==> src/rtl/btb_update_arbiter.sv <==
// Arbitrates the single BTB / direction-predictor port between fetch lookups and buffered CTI updates.
// Optional BTB_UPD_BYPASS_EN: an update arriving while the FIFO is empty and fetch is idle is written in the same cycle.
module btb_update_arbiter #(
  parameter int SIZE_PC      = 32,
  parameter int BRANCH_TYPE  = 2,
  parameter int QDEPTH       = 4,
  parameter int STARVE_LIMIT = 8
) (
  input  logic                   clk,
  input  logic                   reset,
  input  logic                   updateEn_i,
  input  logic [SIZE_PC-1:0]     updatePC_i,
  input  logic [SIZE_PC-1:0]     updateTargetAddr_i,
  input  logic [BRANCH_TYPE-1:0] updateCtrlType_i,
  input  logic                   updateDir_i,
  input  logic                   fetchReq_i,
  input  logic [SIZE_PC-1:0]     fetchPC_i,
  output logic                   fetchGrant_o,
  output logic                   btbRdEn_o,
  output logic [SIZE_PC-1:0]     btbRdPC_o,
  output logic                   btbWrEn_o,
  output logic                   bpWrEn_o,
  output logic [SIZE_PC-1:0]     wrPC_o,
  output logic [SIZE_PC-1:0]     wrTarget_o,
  output logic [BRANCH_TYPE-1:0] wrCtrlType_o,
  output logic                   wrDir_o,
  output logic                   updFull_o,
  output logic                   updDrop_o,
  output logic [$clog2(QDEPTH):0] updCount_o
);

  localparam int AW = $clog2(QDEPTH);
  localparam int SW = $clog2(STARVE_LIMIT + 1);
  localparam logic [BRANCH_TYPE-1:0] TYPE_COND = {BRANCH_TYPE{1'b1}};

  logic [SIZE_PC-1:0]     pc_mem   [QDEPTH];
  logic [SIZE_PC-1:0]     tgt_mem  [QDEPTH];
  logic [BRANCH_TYPE-1:0] type_mem [QDEPTH];
  logic                   dir_mem  [QDEPTH];

  logic [AW-1:0] wr_ptr_q, rd_ptr_q;
  logic [AW:0]   count_q, count_d;
  logic [SW-1:0] starve_q, starve_d;

  logic empty, full, force_upd, service, bypass, enq, deq, wr_act;
  logic [SIZE_PC-1:0]     src_pc, src_tgt;
  logic [BRANCH_TYPE-1:0] src_type;
  logic                   src_dir;

  assign empty     = (count_q == '0);
  assign full      = (count_q == (AW+1)'(QDEPTH));
  assign force_upd = ~empty & (full | (starve_q == SW'(STARVE_LIMIT)));
  assign service   = ~empty & (~fetchReq_i | force_upd);

`ifdef BTB_UPD_BYPASS_EN
  assign bypass = empty & updateEn_i & ~fetchReq_i;
`else
  assign bypass = 1'b0;
`endif

  assign deq = service;
  // A full FIFO always forces a dequeue, so the drop path only guards against future arbitration changes.
  assign enq = updateEn_i & ~bypass & (~full | deq);

  always_comb begin
    src_pc   = pc_mem[rd_ptr_q];
    src_tgt  = tgt_mem[rd_ptr_q];
    src_type = type_mem[rd_ptr_q];
    src_dir  = dir_mem[rd_ptr_q];
    if (bypass) begin
      src_pc   = updatePC_i;
      src_tgt  = updateTargetAddr_i;
      src_type = updateCtrlType_i;
      src_dir  = updateDir_i;
    end
  end

  // Outputs are held low while reset is asserted, regardless of fetch activity.
  assign wr_act = reset & (service | bypass);

  always_comb begin
    fetchGrant_o = reset & fetchReq_i & ~service;
    btbRdEn_o    = fetchGrant_o;
    btbRdPC_o    = fetchGrant_o ? fetchPC_i : '0;
    btbWrEn_o    = wr_act & ((src_type != TYPE_COND) | src_dir);
    bpWrEn_o     = wr_act & (src_type == TYPE_COND);
    wrPC_o       = wr_act ? src_pc : '0;
    wrTarget_o   = wr_act ? src_tgt : '0;
    wrCtrlType_o = wr_act ? src_type : '0;
    wrDir_o      = wr_act & src_dir;
    updDrop_o    = reset & updateEn_i & ~bypass & full & ~deq;
    updFull_o    = full;
    updCount_o   = count_q;
  end

  always_comb begin
    count_d = count_q;
    case ({enq, deq})
      2'b10:   count_d = count_q + (AW+1)'(1);
      2'b01:   count_d = count_q - (AW+1)'(1);
      default: count_d = count_q;
    endcase
  end

  always_comb begin
    starve_d = starve_q;
    if (empty || service)
      starve_d = '0;
    else if (starve_q != SW'(STARVE_LIMIT))
      starve_d = starve_q + SW'(1);
  end

  always_ff @(posedge clk or negedge reset) begin
    if (!reset) begin
      wr_ptr_q <= '0;
      rd_ptr_q <= '0;
      count_q  <= '0;
      starve_q <= '0;
    end else begin
      if (enq) wr_ptr_q <= wr_ptr_q + AW'(1);
      if (deq) rd_ptr_q <= rd_ptr_q + AW'(1);
      count_q  <= count_d;
      starve_q <= starve_d;
    end
  end

  always_ff @(posedge clk) begin
    if (enq) begin
      pc_mem[wr_ptr_q]   <= updatePC_i;
      tgt_mem[wr_ptr_q]  <= updateTargetAddr_i;
      type_mem[wr_ptr_q] <= updateCtrlType_i;
      dir_mem[wr_ptr_q]  <= updateDir_i;
    end
  end

endmodule

==> config.mk <==
export PLATFORM = sky130hd
export DESIGN_NAME = btb_update_arbiter
export DESIGN_NICKNAME = d
export VERILOG_FILES = /design/src/rtl/btb_update_arbiter.sv
export SDC_FILE = /design/constraint.sdc
export NUM_CORES = 1
export LEC_CHECK = 0
export ABC_CLOCK_PERIOD_IN_PS = 4300
export CAP_MARGIN = 20
export CORE_ASPECT_RATIO = 2
export CORE_MARGIN = 1.5
export CORE_UTILIZATION = 45
export CTS_CLUSTER_DIAMETER = 200
export DETAILED_ROUTE_END_ITERATION = 8
export PLACE_DENSITY = 0.69
export SYNTH_ARGS = -nofsm -noshare
export SYNTH_HDL_FRONTEND = slang
export SYNTH_SLANG_ARGS = --single-unit
==> constraint.sdc <==
create_clock -name clk -period 4.3 [get_ports clk]
set_clock_uncertainty 0.2 [all_clocks]
set_input_delay 0.86 -clock clk [delete_from_list [all_inputs] [get_ports clk]]
set_output_delay 0.86 -clock clk [all_outputs]
set_load 0.02 [all_outputs]
==> metrics.txt <==
clock share of power 24.1%; register area 0.008330 sq mm; top-area cell type share of the netlist area 73.09%; combinational power share 32.6%; Clock Latency Late Sink around 0.52 ns; Die X about 110 um; YS warnings 0; Post-Synth Simple-Gate Area 6.477%; Compound-Gate Fraction of Synth Area less than 1%; Global Route Usage Sum 18.12%; Async S/R FF share, synth 3.943%; mux share of post-synthesis cell area between 10% and 20%; Slew Limit Fails 0; largest net degree at the start of global routing 68; minimum clock period 3.921 ns; CP Data Arrival Time 2.86 ns; crit end category output port; register share of total power 43.2%; total chip power 8.802 mW; H-tree depth 1; fin worst setup slack 0.3790 ns; Crit path required time 3.24 ns; Nets about 850; Max Cap Violations 0; VDD IR max 0.0004088 V; CTS tree built; vias in the first global route 6,247; DIE AREA approximately 0.025 sq mm; status completed; Synth Area in Adders 0.9773%; Residual DRC 0; Setup Fix Bufs, Post-CTS 0; Num Clock Sinks 279; GR peak layer met2; RSZ-0062 raised after global routing false; DP Worst Slack 0.4094 ns; met1 GRT Util between 10% and 20%; commonest non-fill, non-tap cell in the layout edfxtp_1; number of gates resized after CTS 0; Rel. slew slack 29.41%; startpoint type of the worst setup path register; Worst-Margin Slew 1.059 ns; CP bufs+invs 2; vias per std cell 5.325; largest cells by area after synthesis edfxtp_1 (73%), mux4_2 (14%), nor2b_1 (3.7%); predominant post-synthesis flop cell edfxtp_1; I/O Pins ~210; Final Hold Fails 0; Crit path max-delay family buffers and inverters; number of synthesized register bits between 200 and 300; Global Route met3 Usage 2.533%; Die Y around 220 um; largest family of logic cells by synthesized area multiplexers; library cells used by synthesis 30; initial antenna violation count 2; post-synth top area cell edfxtp_1; Power Density 620.1 mW/mm^2; placer congestion estimate 0.7118; Port Buffer Count 209; Seq/Total Area, Yosys 75.59%; CTS Hold Buffers Added 0; Core ar. 0.02392 sq mm; Cell Int Power between 6 and 7 mW; syn avg cell area approximately 21 sq um; synth-to-layout area growth 28.93%; Syn Nets 636; HPWL after detailed placement 14.23 mm; Starting Density 46.03%; crit path max fanout 39; Max Root-Sink Buffers 3; XOR/XNOR share of the synthesized area less than 1%; layout cells sized above 1 16.09%; met2 Usage GRT a little over a third; Post-synth EDFFs around 270; Switch Pwr 2.554 mW; first-pass GRT wire length 34.42 mm; post-route ant nets 0; fmax 0.2550 GHz; Setup-failing EPs final 0; Net Sw Frac 29.01%; Util after Layout around three fifths; DR iter-0 viols 349; maximum single-stage delay on the critical path between 0.6 and 0.7 ns; Post-Syn Area ~0.011 sq mm; Cells after Synth 525; total number of vias 5,570; GRT overflow 0; clock-pin slew on the worst setup and hold paths 0.07 ns; Num CTS Buffers 23; fill cell count 1,758; final period utilization 91.19%; clock root cell clkbuf_16; multi-input logic area 0.002487 sq mm; most frequent cells in the layout edfxtp_1 (268), clkdlybuf4s50_1 (209), mux4_2 (67); Leakage 4.653 nW; Post-Route WL around 22 mm; CP Cell Sequence buf_12 -> mux4_2 -> nor2b_1 -> clkdlybuf4s50_1; Setup TNS Final 0 ns; per-cell routed wire length 21.48 um; drt pass-1 iters 4; min-delay worst type register to register; worst setup path class register to output port; row count 80; CP max-delay cell dfrtp_4
## logic make-up after synthesis
family	after synthesis
AOI/OAI and AO/OA	7
xor gates and xnor gates	8
adders and majority gates	8
buffers and inverters	37
DFF	279
muxes	68
other	1
and+or+nand+nor	117
## synthesized netlist by cell type (5+ instances only)
cell type and n:
nor2_1 7, clkbuf_1 8, edfxtp_1 268, inv_1 9
buf_4 5, ha_1 7, mux4_2 67, and2_1 36
xnor2_1 5, dfrtp_1 11, buf_2 11, nor2b_1 65
## registers in the layout, summed over array words and instances (netlist names)
| name | cells |
|---|---|
| rd_ptr_q | 2 |
| tgt_mem | 128 |
| dir_mem | 4 |
| type_mem | 8 |
| wr_ptr_q | 2 |
| pc_mem | 128 |
| starve_q | 4 |
| updCount_o | 3 |
## power groups by stage
stage / Sequential, mW / Combinational [mW] / Clock, mW
floorplan: 3.75 / 1.95 / 0
global placement: 3.83 / 2.87 / 0
detailed placement: 3.88 / 2.93 / 0
CTS: 3.82 / 2.94 / 2.17
global route: 3.86 / 3.09 / 2.26
finish: 3.81 / 2.87 / 2.12
## final cells by class
| type | instances | share of cell area, % |
|---|---|---|
| multi-input combinational | 209 | 17.52 |
| clock inverter | 13 | 1.040 |
| timing repair buffer | 219 | 15.62 |
| clock buffer | 29 | 4.354 |
| sequential | 279 | 58.68 |
| inverter | 9 | 0.2380 |
| antenna | 1 | 0.01763 |
| tap | 287 | 2.530 |
## per-stage QoR
step,instances,hold WS (ns),area (sq um)
floorplan,525,0.2502,11010
global placement,1002,0.2648,13410
detailed placement,1002,0.2776,13410
CTS,1044,0.2869,14170
global route,1046,0.3006,14200
finish,1046,0.2944,14200
## per-layer routing
metal  vias to the layer above  wire [um]
li1                       2488          -
met1                      2836       7613
met2                       200      13040
met3                        46       1158
met4                         0        656
met5                         -          0
## path summary, 6_finish.rpt
kind	endpoint	cells past startpoint	slack [ns]	from
worst min-delay path	starve_q[0]$_DFFE_PN0P_	1	0.29	starve_q[0]$_DFFE_PN0P_
worst max-delay path	wrTarget_o[6]	4	0.38	rd_ptr_q[0]$_DFFE_PN0P_
max in group asynchronous	rd_ptr_q[0]$_DFFE_PN0P_	2	3.22	reset
worst min register to register	starve_q[0]$_DFFE_PN0P_	1	0.29	starve_q[0]$_DFFE_PN0P_
min in group asynchronous	starve_q[1]$_DFFE_PN0P_	2	0.49	reset
worst max register to register	updCount_o[2]$_DFFE_PN0P_	10	1.65	starve_q[0]$_DFFE_PN0P_
No activity file was read; power rests on OpenSTA's default activity.
